### src/rtl/xor_parity_accum.sv
// Streaming XOR parity accumulator: folds a valid/ready packet of WIDTH-bit words
// into a parity word, parity bit and saturating word count, held until taken.
module xor_parity_accum #(
  parameter int WIDTH      = 8,
  parameter int MAX_WORDS  = 16,
  parameter int PARITY_ODD = 0
) (
  input  logic                               Clk,
  input  logic                               Rst,
  input  logic                               InValid,
  output logic                               InReady,
  input  logic [WIDTH-1:0]                   InData,
  input  logic                               InLast,
  output logic                               OutValid,
  input  logic                               OutReady,
  output logic [WIDTH-1:0]                   OutParityWord,
  output logic                               OutParityBit,
  output logic [$clog2(MAX_WORDS+1)-1:0]     OutCount,
  output logic                               OutOverflow
);

  localparam int CW = $clog2(MAX_WORDS + 1);
  localparam logic [CW-1:0] MAX_CNT = CW'(MAX_WORDS);

  typedef enum logic [1:0] {IDLE, ACCUM, DONE} state_t;

  state_t           state;
  logic [WIDTH-1:0] acc;
  logic [CW-1:0]    cnt;
  logic             ovf;
  logic             out_valid;
  logic             accept;

  // Ready is a function of state alone so upstream may wait on it before asserting valid.
  assign InReady = (state != DONE) & ~Rst;
  assign accept  = InValid & InReady;

  always_ff @(posedge Clk or posedge Rst) begin
    if (Rst) begin
      state     <= IDLE;
      acc       <= '0;
      cnt       <= '0;
      ovf       <= 1'b0;
      out_valid <= 1'b0;
    end else begin
      case (state)
        IDLE: if (accept) begin
          acc       <= InData;
          cnt       <= CW'(1);
          state     <= InLast ? DONE : ACCUM;
          out_valid <= InLast;
        end
        ACCUM: if (accept) begin
          // Words past the limit still fold into the parity; only the count saturates.
          acc <= acc ^ InData;
          if (cnt == MAX_CNT) ovf <= 1'b1;
          else                cnt <= cnt + CW'(1);
          state     <= InLast ? DONE : ACCUM;
          out_valid <= InLast;
        end
        DONE: if (OutReady) begin
          acc       <= '0;
          cnt       <= '0;
          ovf       <= 1'b0;
          out_valid <= 1'b0;
          state     <= IDLE;
        end
        default: state <= IDLE;
      endcase
    end
  end

  assign OutValid      = out_valid;
  assign OutParityWord = acc;
  assign OutCount      = cnt;
  assign OutOverflow   = ovf;
  assign OutParityBit  = (^acc) ^ 1'(PARITY_ODD);

endmodule

### config.mk
export PLATFORM = sky130hd
export DESIGN_NAME = xor_parity_accum
export DESIGN_NICKNAME = d
export VERILOG_FILES = /design/src/rtl/xor_parity_accum.sv
export SDC_FILE = /design/constraint.sdc
export NUM_CORES = 1
export LEC_CHECK = 0
export CELL_PAD_IN_SITES_DETAIL_PLACEMENT = 1
export CELL_PAD_IN_SITES_GLOBAL_PLACEMENT = 1
export CORE_AREA = 8 8 65 67
export CTS_BUF_LIST = sky130_fd_sc_hd__clkbuf_16
export DETAILED_ROUTE_END_ITERATION = 10
export DIE_AREA = 0 0 73 75
export GPL_TIMING_DRIVEN = 0
export PLACE_DENSITY_LB_ADDON = 0.1
export SLEW_MARGIN = 20
export SYNTH_ARGS = -nofsm -noshare
export SYNTH_HDL_FRONTEND = slang
export SYNTH_SLANG_ARGS = --single-unit
### constraint.sdc
create_clock -name Clk -period 3.4 [get_ports Clk]
set_input_delay 0.68 -clock Clk [delete_from_list [all_inputs] [get_ports Clk]]
set_output_delay 0.68 -clock Clk [all_outputs]
set_load 0.01 [all_outputs]
======== Yosys cells after proc, flatten, opt, wreduce, memory -nomap -nowiden ========
Index checks and enable logic that the tools add are counted.
word-level totals
  output and inout bits ................... 17
  word-level logic and storage cells ...... 50
  input port bits ......................... 13
  flip-flop bits (word level) ............. 17
operators by class
  bitwise gates (word level) .............. 4
  eq/ne operators ......................... 10
  add/subtract/negate cells ............... 1
  muxes and demuxes ....................... 19
  reduce and logical (&&, ||, !) cells .... 11
operators by type and width
  kind                                                 count
  two-way mux 8 bit                                    3
  one-hot mux 8 bit (3 select lines)                   1
  two-way mux 5 bit                                    4
  one-hot mux 5 bit (3 select lines)                   1
  != test 2 bit, second input constant                 6
  AND reduction 4 bit                                  2
  parity 8 bit                                         1
  XOR 8 bit                                            1
  two-way mux 2 bit                                    3
  adder 5 x 1 -> 5 bit, second input constant          1
  equality test 5 bit, second input constant           1
  AND reduction 5 bit                                  1
  two-way mux 1 bit                                    4
  one-hot mux 1 bit (2 select lines)                   2
  one-hot mux 2 bit (2 select lines)                   1
  nonzero test 2 bit                                   2
  AND reduction 3 bit                                  1
  nonzero test 3 bit                                   1
  bitwise AND 1 bit                                    2
  equality test 2 x 1 -> 1 bit, second input constant  1
  equality test 2 bit, second input constant           1
  zero test 2 bit                                      1
  != test 2 x 1 -> 1 bit, second input constant        1
  AND reduction 2 bit                                  1
  other kinds (2)                                      2

======== Longest topological paths before layout ========
Gate-level depths: netlist (run 1).
  depth after elaboration ................. 5
  depth in mapped cells ................... 8
  depth with buffers taken out ............ 6

======== Worst setup path before layout (run 1) ========
No wires, ideal clock.
  kind .................................... input port to flip-flop
  from .................................... input port InValid
  to ...................................... register acc[0], in the netlist OutParityWord[0]
  stages on the path ...................... 4
  buffers on the path ..................... 0
  required time ........................... 3.274 ns
  slack ................................... 1.440 ns
  library setup time ...................... 0.126 ns
  data arrival time ....................... 1.834 ns
  path through ............................ or2b_2 a211oi_4 nor2_4 a221o_1
between the ends
  word-level cells in the longest chain between the ends .. 3
  elaborated cells between the ends (all ways) .. 4
  classes of those cells .................. eq/ne (2); bitwise (1); reduce/logical (1)
ends and longest elaborated chain
  element                          line  text
  from (decl)                      10    input logic InValid,
  bitwise AND 1 bit *              36    assign accept = InValid & InReady;
  != test 2 bit (no line)          n/a
  AND reduction 4 bit (no line) *  n/a
  to (signal assigned)             48    acc <= InData;
  to (signal assigned)             55    acc <= acc ^ InData;
  to (decl)                        28    logic [WIDTH-1:0] acc;
Every way passes the cells marked *; elsewhere a longest branch is shown, timed or not.
A chain may end at the register's enable or synchronous reset.

======== Worst setup path after layout (run 1) ========
  from .................................... input port Rst
  to ...................................... output port InReady
between the ends
  word-level cells in the longest chain between the ends .. 2
ends and longest elaborated chain
  element            line  text
  from (decl)        9     input logic Rst,
  inverter 1 bit     35    assign InReady = (state != DONE) & ~Rst;
  bitwise AND 1 bit  35
  to (decl)          11    output logic InReady,
Every way passes these cells.

==> results of run 1 <==
[cell families after synthesis]
| kind of cell | Yosys count |
|---|---|
| AO/OA/AOI/OAI | 37 |
| XOR/XNOR | 7 |
| multiplexers | 1 |
| flip-flops | 17 |
| buffers and inverters | 13 |
| adder cells (fa/ha/maj) | 6 |
| AND/OR/NAND/NOR | 42 |
[worst min-delay path by stage]
| stage | endpoint | slack (ns) | cells past startpoint |
|---|---|---|---|
| after floorplan | OutOverflow$_DFFE_PP0P_ | 0.51 | 2 |
| after global placement | OutOverflow$_DFFE_PP0P_ | 0.47 | 2 |
| after detailed placement | OutOverflow$_DFFE_PP0P_ | 0.49 | 2 |
| after CTS | OutOverflow$_DFFE_PP0P_ | 0.50 | 2 |
| after global routing | OutOverflow$_DFFE_PP0P_ | 0.55 | 2 |
| final | OutOverflow$_DFFE_PP0P_ | 0.49 | 2 |
[power by group]
part	internal (mW)	leakage [nW]	total (mW)	switching [mW]
clock	0.156	0.0423	0.238	0.0822
sequential	0.277	0.220	0.362	0.0850
combinational	0.530	0.398	1.01	0.483
[metal layers]
metal  vias up  GRT usage (%)  routed length [microns]
met5         -              0                        0
met4         0           3.11                       39
met3         4           1.73                       73
met2        15           24.4                     1790
met1       558           16.8                     1540
li1        519              -                        -
[cell usage in the layout (no fill, tap or decap), drive strengths merged, types with 4 or more instances in the layout]
cell and n:
clkdlybuf4s50 29, nand3 4, ha 6, xnor2 6, or2b 13, buf 4, dfrtp 17, o22ai 10
a221o 6, nor2 8, nand2 7, o21ai 5, inv 9
[cell type report]
| cell class | count | area, sq um | share of cell area (%) |
|---|---|---|---|
| buffer | 5 | 47.5 | 2.88 |
| clock buffer | 3 | 75.1 | 4.55 |
| clock inverter | 1 | 3.75 | 0.228 |
| inverter | 8 | 30.0 | 1.82 |
| multi-input combinational | 93 | 719 | 43.6 |
| sequential | 17 | 425 | 25.8 |
| tap | 46 | 57.6 | 3.49 |
| timing repair buffer | 29 | 290 | 17.6 |
[state kept, by name (all words and copies together) (netlist names)]
register,cells
OutOverflow,1
OutParityWord,8
OutCount,5
state,2
OutValid,1
[Yosys cell counts]
cell type      count
a211oi_1           1
o2bb2ai_1          2
a211oi_4           2
nand4_1            1
o2111ai_1          1
nor3_1             2
nand3_1            4
or2b_2            12
nand3b_1           1
buf_6              3
nor2_1             6
a21oi_1            3
ha_1               6
xor2_1             1
o31ai_1            1
a21o_1             1
a32o_1             3
or3b_1             1
nor2_4             2
or4_1              1
xnor2_1            6
dfrtp_1           17
inv_1              8
buf_2              1
or2b_1             1
nor2b_1            1
nor4bb_1           1
dlygate4sd1_1      1
a221o_1            6
or2_4              1
and3_1             1
o21ai_0            5
o211ai_1           2
o22ai_1           10
mux2_2             1
nand2_1            7
[critical path, cell delays in order]
cell and delay, ns:
clkdlybuf4s50_1 0.44, nor2_1 0.13, clkdlybuf4s50_1 0.56
==> reports/metrics.yaml, run 1 <==
detailed_routing:
  first_iter_violations: 58
  wl_per_cell_microns: 17.0
  first_pass_iters: 4
  routed_wl_mm: 3.44
  drc: 0
  vias: 1096
  ant_nets: 0
  via_per_inst: 5.43
power:
  power.density_nw_per_um2: 978
  p_leak_nw: 0.660
  peakVddDrop_uv: 506
  design_power_total_mw: 1.61
yosys:
  synth-compound-area-share_pct: 24.3
  synth-simple-area-share_pct: 22.5
  synthXorXnorAreaFrac_pct: 5.02
  ys_warn_count: 0
  syn-cell-area_sq_um: 1220
  synthCells: 123
  synthTopCellsByArea: "dfrtp_1, or2b_2, ha_1"
  yosysUniqueCellTypes: 36
  synthMuxAreaShare_pct: 0.921
  ys_ff_latch: 17
  yosysSeqAreaShare_pct: 34.8
  synth_fp_nets: 142
  synth_top_family_by_area: "compound AO/OA/AOI/OAI gates"
  synth_area_leader_cell: "dfrtp_1"
  synthAdderAreaFrac_pct: 6.14
  yosysTopAreaCellShare_pct: 34.8
  synth_area_per_cell_sq_um: 9.94
critical_path:
  endpoint: "InReady"
  critPathKind: "in -> out"
  cp-start-kind: "primary input"
  r2r_start: "state[1]$_DFFE_PP0P_"
  worstReg2RegEnd: "OutParityWord[0]$_DFFE_PP0P_"
  crit_required_ns: 2.72
  r2r_slack_ns: 1.20
  reg2regPathDepth: 7
  startpoint: "Rst"
  cp_max_fo: 3
  critical_path_arrival_ns: 1.81
  endpoint_kind: "output port"
cells_and_area:
  final_nets: 176
  syn_to_final_growth_pct: 34.9
  stdcell_count: 202
  diodes: 0
  drive_gt1_share_pct: 16.0
  fin_util_pct: 51.0
  n_fill_cell: 396
  fin_area_sq_um: 1650
floorplan:
  die_h_microns: 75
  fp-row-count: 21
  dieArea_sq_um: 5480
  start_util_pct: 37.8
  io_pins: 30
  core_region_area_sq_um: 3230
  die_x_microns: 73
global_routing:
  overflow: 0
  antenna_found_initial: 0
  grt_pass1_wl_mm: 5.92
  grt_max_degree: 18
  track_usage_pct: 13.6
  grt_pass1_vias: 1218
timing:
  hold_slack_ns: 0.492
  report.final.slew_viol_count: 0
  rsz0062_at_grt: "false"
  tns_ns: 0
  tightestPinTransition_ns: 0.723
  skew_ns: 0.00105
  maxSlewHeadroom_pct: 51.8
  setup_violations: 0
  fin_crit_sh_pct: 73.3
  fmax_mhz: 401
  finalHoldViolCount: 0
  setup_slack_ns: 0.908
  period_minus_slack_ns: 2.49
clock_tree:
  clockRootBuffer: "clkbuf_16"
  tritoncts: "yes"
  cts_hold_buffers: 0
  cts_setup_buffers: 0
  cts_sinks: 17
  cts_buffer_depth: 2
  cts_inserted_buffers: 3
  ctsHtreeMaxLevel: 1
  clk_pin_slew_worst_paths_ns: 0.05
  ctsResizeCount: 0
  clock_latency_ns: 0.24
placement:
  port_buffers: 29
  dpl_cell_area_sq_um: 1570
  gp_congestion: 0.797
  preCtsSetupSlack_ns: 0.729
  post-dp-hpwl_mm: 2.61
  placed_cells: 198
job:
  cap_violations: 0
hold_path:
  hp-start: "OutOverflow$_DFFE_PP0P_"
  hold_path.class: "reg -> reg"
outcome:
  status: "finished clean"
(Power assumes the default switching activity.)
==> run 2, diff against run 1 <==
CORE_AREA = 8 8 67 69   (was 8 8 65 67)
DIE_AREA = 0 0 75 77   (was 0 0 73 75)
clock period = 2.4 ns   (was 3.4 ns; I/O delays follow)
==> reports/metrics.yaml, run 2 (synthesis gave the netlist of run 1 again) <==
outcome:
  status: "finished clean"
clock_tree:
  cts_buffer_depth: 2  # unchanged
  clk_pin_slew_worst_paths_ns: 0.05  # about the same
  tritoncts: "yes"
  clock_latency_ns: 0.25  # about the same
  cts_hold_buffers: 0  # unchanged
  cts_sinks: 17  # unchanged
  clockRootBuffer: "clkbuf_16"
  ctsHtreeMaxLevel: 1  # unchanged
  cts_inserted_buffers: 3  # unchanged
  cts_setup_buffers: 0  # unchanged
  ctsResizeCount: 0  # unchanged
timing:
  skew_ns: 0.00306  # +0.00201 ns
  setup_slack_ns: 0.150  # -0.758 ns
  report.final.slew_viol_count: 0  # unchanged
  maxSlewHeadroom_pct: 52.4  # +0.63 points
  tightestPinTransition_ns: 0.714  # -0.00943 ns
  finalHoldViolCount: 0  # unchanged
  setup_violations: 0  # unchanged
  fmax_mhz: 444
  period_minus_slack_ns: 2.25
  rsz0062_at_grt: "false"
  fin_crit_sh_pct: 93.8
critical_path:
  crit_chain: "inv_1 > ha_1 > nor2_1 > clkdlybuf4s50_1"
  cpPeakStageDelay_ns: 0.55  # about the same
  critPathKind: "reg -> out"
  cp-start-kind: "register"
  path_delay_family: "buffers and inverters"
  crit_required_ns: 1.92  # -0.80 ns
  cp_max_fo: 7  # +4
  path_buf_inv: 2  # unchanged
  cp_slowest_cell: "clkdlybuf4s50_1"
  critical_path_arrival_ns: 1.77  # -0.04 ns
  endpoint_kind: "output port"
detailed_routing:
  wl_per_cell_microns: 16.5  # -3.1%
  via_per_inst: 5.28  # -2.6%
  vias: 1078  # -1.6%
  routed_wl_mm: 3.37  # -2.2%
  first_iter_violations: 44  # -24%
  ant_nets: 0  # unchanged
  first_pass_iters: 5  # +1
  drc: 0  # unchanged
cells_and_area:
  largest_reg_flops: 8  # unchanged
  diodes: 0  # unchanged
  layout_common_cells: "clkdlybuf4s50_1, dfrtp_1, or2b_2"
  layout_commonest_cell: "clkdlybuf4s50_1"
  syn_to_final_growth_pct: 35.1
  drive_gt1_share_pct: 16.0  # unchanged
  fin_area_sq_um: 1650  # +0.15%
  fin_util_pct: 47.2  # -3.8 points
  final_nets: 176  # unchanged
power:
  p_leak_nw: 0.660  # unchanged
  peakVddDrop_uv: 582  # +15%
  power.density_nw_per_um2: 1380  # +41%
  design_power_total_mw: 2.27  # +41%
placement:
  post-dp-hpwl_mm: 2.61  # about the same
  preCtsSetupSlack_ns: -0.0684  # -0.797 ns
  port_buffers: 29  # unchanged
  gp_congestion: 0.760  # -4.6%
  dpl_cell_area_sq_um: 1570  # +0.16%
floorplan:
  core_region_area_sq_um: 3500  # +8.2%
  io_pins: 30  # unchanged
  dieArea_sq_um: 5780  # +5.5%
  die_h_microns: 77  # +2.7%
  die_x_microns: 75  # +2.7%
  start_util_pct: 35.0  # -2.9 points
  fp-row-count: 22  # +4.8%
global_routing:
  grt_max_degree: 18  # unchanged
  grt_pass1_wl_mm: 6.01  # +1.5%
  overflow: 0  # unchanged
  antenna_found_initial: 0  # unchanged
  track_usage_pct: 13.3  # -0.27 points
  grt_pass1_vias: 1203  # -1.2%
job:
  cap_violations: 0  # unchanged
hold_path:
  hold_path.class: "reg -> reg"
-- run 2: cell counts in the layout (fill, tap and decap cells not counted) --
No cell type changed its count.
-- run 2: area by class of cell --
class / instances / area, sq um
fillers: 415 / 1840
multi-input cells: 93 / 719
flip-flops and latches: 17 / 425
repair buffers: 29 / 290
clock buffers: 3 / 75.1
well taps: 48 / 60.1
plain buffers: 5 / 47.5
inverters: 8 / 30.0
clock inverters: 1 / 3.75
-- run 2: routing by layer --
| metal | share of wire (%) | GRT usage [%] | wire length, microns | vias up |
|---|---|---|---|---|
| li1 | - | - | - | 518 |
| met1 | 43 | 16.1 | 1430 | 531 |
| met2 | 51 | 21.6 | 1700 | 24 |
| met3 | 5.5 | 3.64 | 184 | 5 |
| met4 | 1.4 | 4.71 | 47 | 0 |
| met5 | 0 | 0 | 0 | - |
-- run 2: metrics by stage --
step,instances,TNS [ns],hold WS (ns)
after detailed placement,200,-0.337,0.491
after CTS,204,0,0.503
after floorplan,123,0,0.406
after global placement,200,-0.193,0.465
after global routing,204,0,0.535
final,204,0,0.493
-- run 2: report_power, final --
| part | switching, mW | total [mW] | internal [mW] |
|---|---|---|---|
| clock network | 0.119 | 0.341 | 0.222 |
| registers | 0.121 | 0.514 | 0.392 |
| logic | 0.670 | 1.42 | 0.750 |
| total | 0.911 | 2.27 | 1.36 |
-- run 2: worst paths after layout --
check / from / end / slack [ns] / depth (start not counted)
setup / recovery: state[0]$_DFFE_PP0P_ / InReady / 0.15 / 4
hold / removal: OutOverflow$_DFFE_PP0P_ / OutOverflow$_DFFE_PP0P_ / 0.49 / 2
setup reg to reg: state[1]$_DFFE_PP0P_ / OutParityWord[3]$_DFFE_PP0P_ / 0.21 / 7
hold reg to reg: OutOverflow$_DFFE_PP0P_ / OutOverflow$_DFFE_PP0P_ / 0.49 / 2
max in group asynchronous: Rst / OutParityWord[4]$_DFFE_PP0P_ / 1.24 / 2
min in group asynchronous: Rst / OutCount[4]$_DFFE_PP0P_ / 0.70 / 2
-- run 2: tightest hold or removal path, delay by kind of cell (launching register included) --
family | cells | cell delay, ns
AO/OA/AOI/OAI | 1 | 0.06
flip-flops | 1 | 0.35
AND/OR/NAND/NOR | 1 | 0.05
==> run 3, diff against run 2 <==
CORE_AREA = 8 8 69 71   (was 8 8 67 69)
DIE_AREA = 0 0 77 79   (was 0 0 75 77)
==> reports/metrics.yaml, run 3 (synthesis gave the netlist of run 1 again) <==
outcome:
  status: "finished clean"
placement:
  placed_cells: 202  # +1.0%
  dpl_cell_area_sq_um: 1580  # +0.16%
  port_buffers: 29  # unchanged
  gp_congestion: 0.794  # +4.5%
  post-dp-hpwl_mm: 2.64  # +1.5%
clock_tree:
  tritoncts: "yes"
  cts_inserted_buffers: 3  # unchanged
  ctsResizeCount: 0  # unchanged
  ctsHtreeMaxLevel: 1  # unchanged
  cts_buffer_depth: 2  # unchanged
  clk_pin_slew_worst_paths_ns: 0.06  # about the same
  cts_hold_buffers: 0  # unchanged
  clock_latency_ns: 0.25  # about the same
  clockRootBuffer: "clkbuf_16"
  cts_sinks: 17  # unchanged
  cts_setup_buffers: 0  # unchanged
critical_path:
  cpPeakStageDelay_ns: 0.56  # about the same
  cpMostUsedCell: "xnor2_1"
  cp_slowest_cell: "clkdlybuf4s50_1"
  cp_max_fo: 5  # -2
  critPathKind: "reg -> out"
  path_delay_family: "XOR/XNOR gates"
  crit_required_ns: 1.92  # about the same
  endpoint_kind: "output port"
  critical_path_arrival_ns: 1.80  # +0.03 ns
  path_buf_inv: 1  # -1
  crit_chain: "xor2_1 > xnor2_1 > xnor2_1 > clkdlybuf4s50_1"
  cp-start-kind: "register"
detailed_routing:
  routed.top_layer: "met4"
  first_iter_violations: 48  # +9.1%
  routed_wl_mm: 3.35  # -0.53%
  wl_met2_mm: 1.69  # -0.53%
  first_pass_iters: 4  # -1
  drc: 0  # unchanged
  ant_nets: 0  # unchanged
  via_per_inst: 5.24  # -0.79%
  wl_met3_microns: 154  # -16%
  met1_length_mm: 1.49  # +4.0%
  vias: 1080  # +0.19%
  wl_per_cell_microns: 16.3  # -1.5%
timing:
  tns_ns: 0  # unchanged
  fmax_mhz: 439  # -1.2%
  maxSlewHeadroom_pct: 53.2  # +0.85 points
  fin_crit_sh_pct: 94.9  # +1.2 points
  finalHoldViolCount: 0  # unchanged
  period_minus_slack_ns: 2.28  # +0.0281 ns
  report.final.slew_viol_count: 0  # unchanged
  setup_violations: 0  # unchanged
  rsz0062_at_grt: "false"
  skew_ns: 0.00143  # -0.00163 ns
  tightestPinTransition_ns: 0.701  # -0.0128 ns
floorplan:
  start_util_pct: 32.2  # -2.8 points
  fp-row-count: 23  # +4.5%
  dieArea_sq_um: 6080  # +5.3%
  die_h_microns: 79  # +2.6%
  core_region_area_sq_um: 3800  # +8.7%
  io_pins: 30  # unchanged
  die_x_microns: 77  # +2.7%
global_routing:
  grt_max_degree: 18  # unchanged
  overflow: 0  # unchanged
  grt_pass1_vias: 1153  # -4.2%
  grt_pass1_wl_mm: 5.80  # -3.4%
  antenna_found_initial: 0  # unchanged
  track_usage_pct: 11.6  # -1.7 points
power:
  p_leak_nw: 0.659  # -0.21%
  power.density_nw_per_um2: 1380  # about the same
  peakVddDrop_uv: 538  # -7.6%
cells_and_area:
  syn_to_final_growth_pct: 35.4
  final_nets: 176  # unchanged
  stdcell_count: 206  # +0.98%
  drive_gt1_share_pct: 16.7  # +0.64 points
  layout_common_cells: "clkdlybuf4s50_1, dfrtp_1, or2b_2"
  fin_area_sq_um: 1660  # +0.23%
  diodes: 0  # unchanged
  layout_commonest_cell: "clkdlybuf4s50_1"
  largest_reg_flops: 8  # unchanged
job:
  cap_violations: 0  # unchanged
hold_path:
  hold_path.class: "reg -> reg"
==> run 3: per-layer routing <==
layer / up-vias / track usage [%]
met5: - / 0
li1: 523 / -
met2: 19 / 19.5
met3: 2 / 3.72
met1: 536 / 14.3
met4: 0 / 2.64
==> run 3: worst min-delay path: stages (launching register included) <==
cell,delay (ns)
dfrtp_1,0.35
nand2_1,0.05
o21ai_0,0.06
==> run 3: cell type report <==
cell class / instances / area [sq um]
sequential: 17 / 425
buffer: 5 / 47.5
clock buffer: 3 / 75.1
multi-input combinational: 93 / 719
tap: 50 / 62.6
timing repair buffer: 29 / 290
clock inverter: 1 / 5.00
inverter: 8 / 30.0
fill: 454 / 2140
==> run 3: path summary, 6_finish.rpt <==
kind                                               from                      endpoint  slack (ns)  depth (start not counted)
min reg2reg                     OutOverflow$_DFFE_PP0P_       OutOverflow$_DFFE_PP0P_        0.50                          2
max                        OutParityWord[0]$_DFFE_PP0P_                  OutParityBit        0.12                          4
min                             OutOverflow$_DFFE_PP0P_       OutOverflow$_DFFE_PP0P_        0.50                          2
max in group asynchronous                           Rst          state[1]$_DFFE_PP0P_        1.25                          2
min in group asynchronous                           Rst       OutCount[4]$_DFFE_PP0P_        0.71                          2
max reg2reg                        state[1]$_DFFE_PP0P_  OutParityWord[1]$_DFFE_PP0P_        0.22                          7
==> run 3: through the flow <==
| stage | power (mW) | hold slack [ns] | worst slack, ns | utilization (%) |
|---|---|---|---|---|
| after floorplan | 1.42 | 0.406 | 0.473 | - |
| after global placement | 1.92 | 0.467 | -0.0233 | 41.5 |
| after detailed placement | 1.97 | 0.500 | -0.0298 | 41.5 |
| after CTS | 2.32 | 0.513 | 0.0956 | 43.6 |
| after global routing | 2.46 | 0.584 | 0.0516 | 43.6 |
| final | 2.28 | 0.498 | 0.122 | 43.6 |
==> run 3: power by group <==
group | switching (mW) | total [mW] | internal [mW]
Combinational | 0.676 | 1.43 | 0.750
Clock | 0.118 | 0.341 | 0.223
Sequential | 0.118 | 0.511 | 0.392
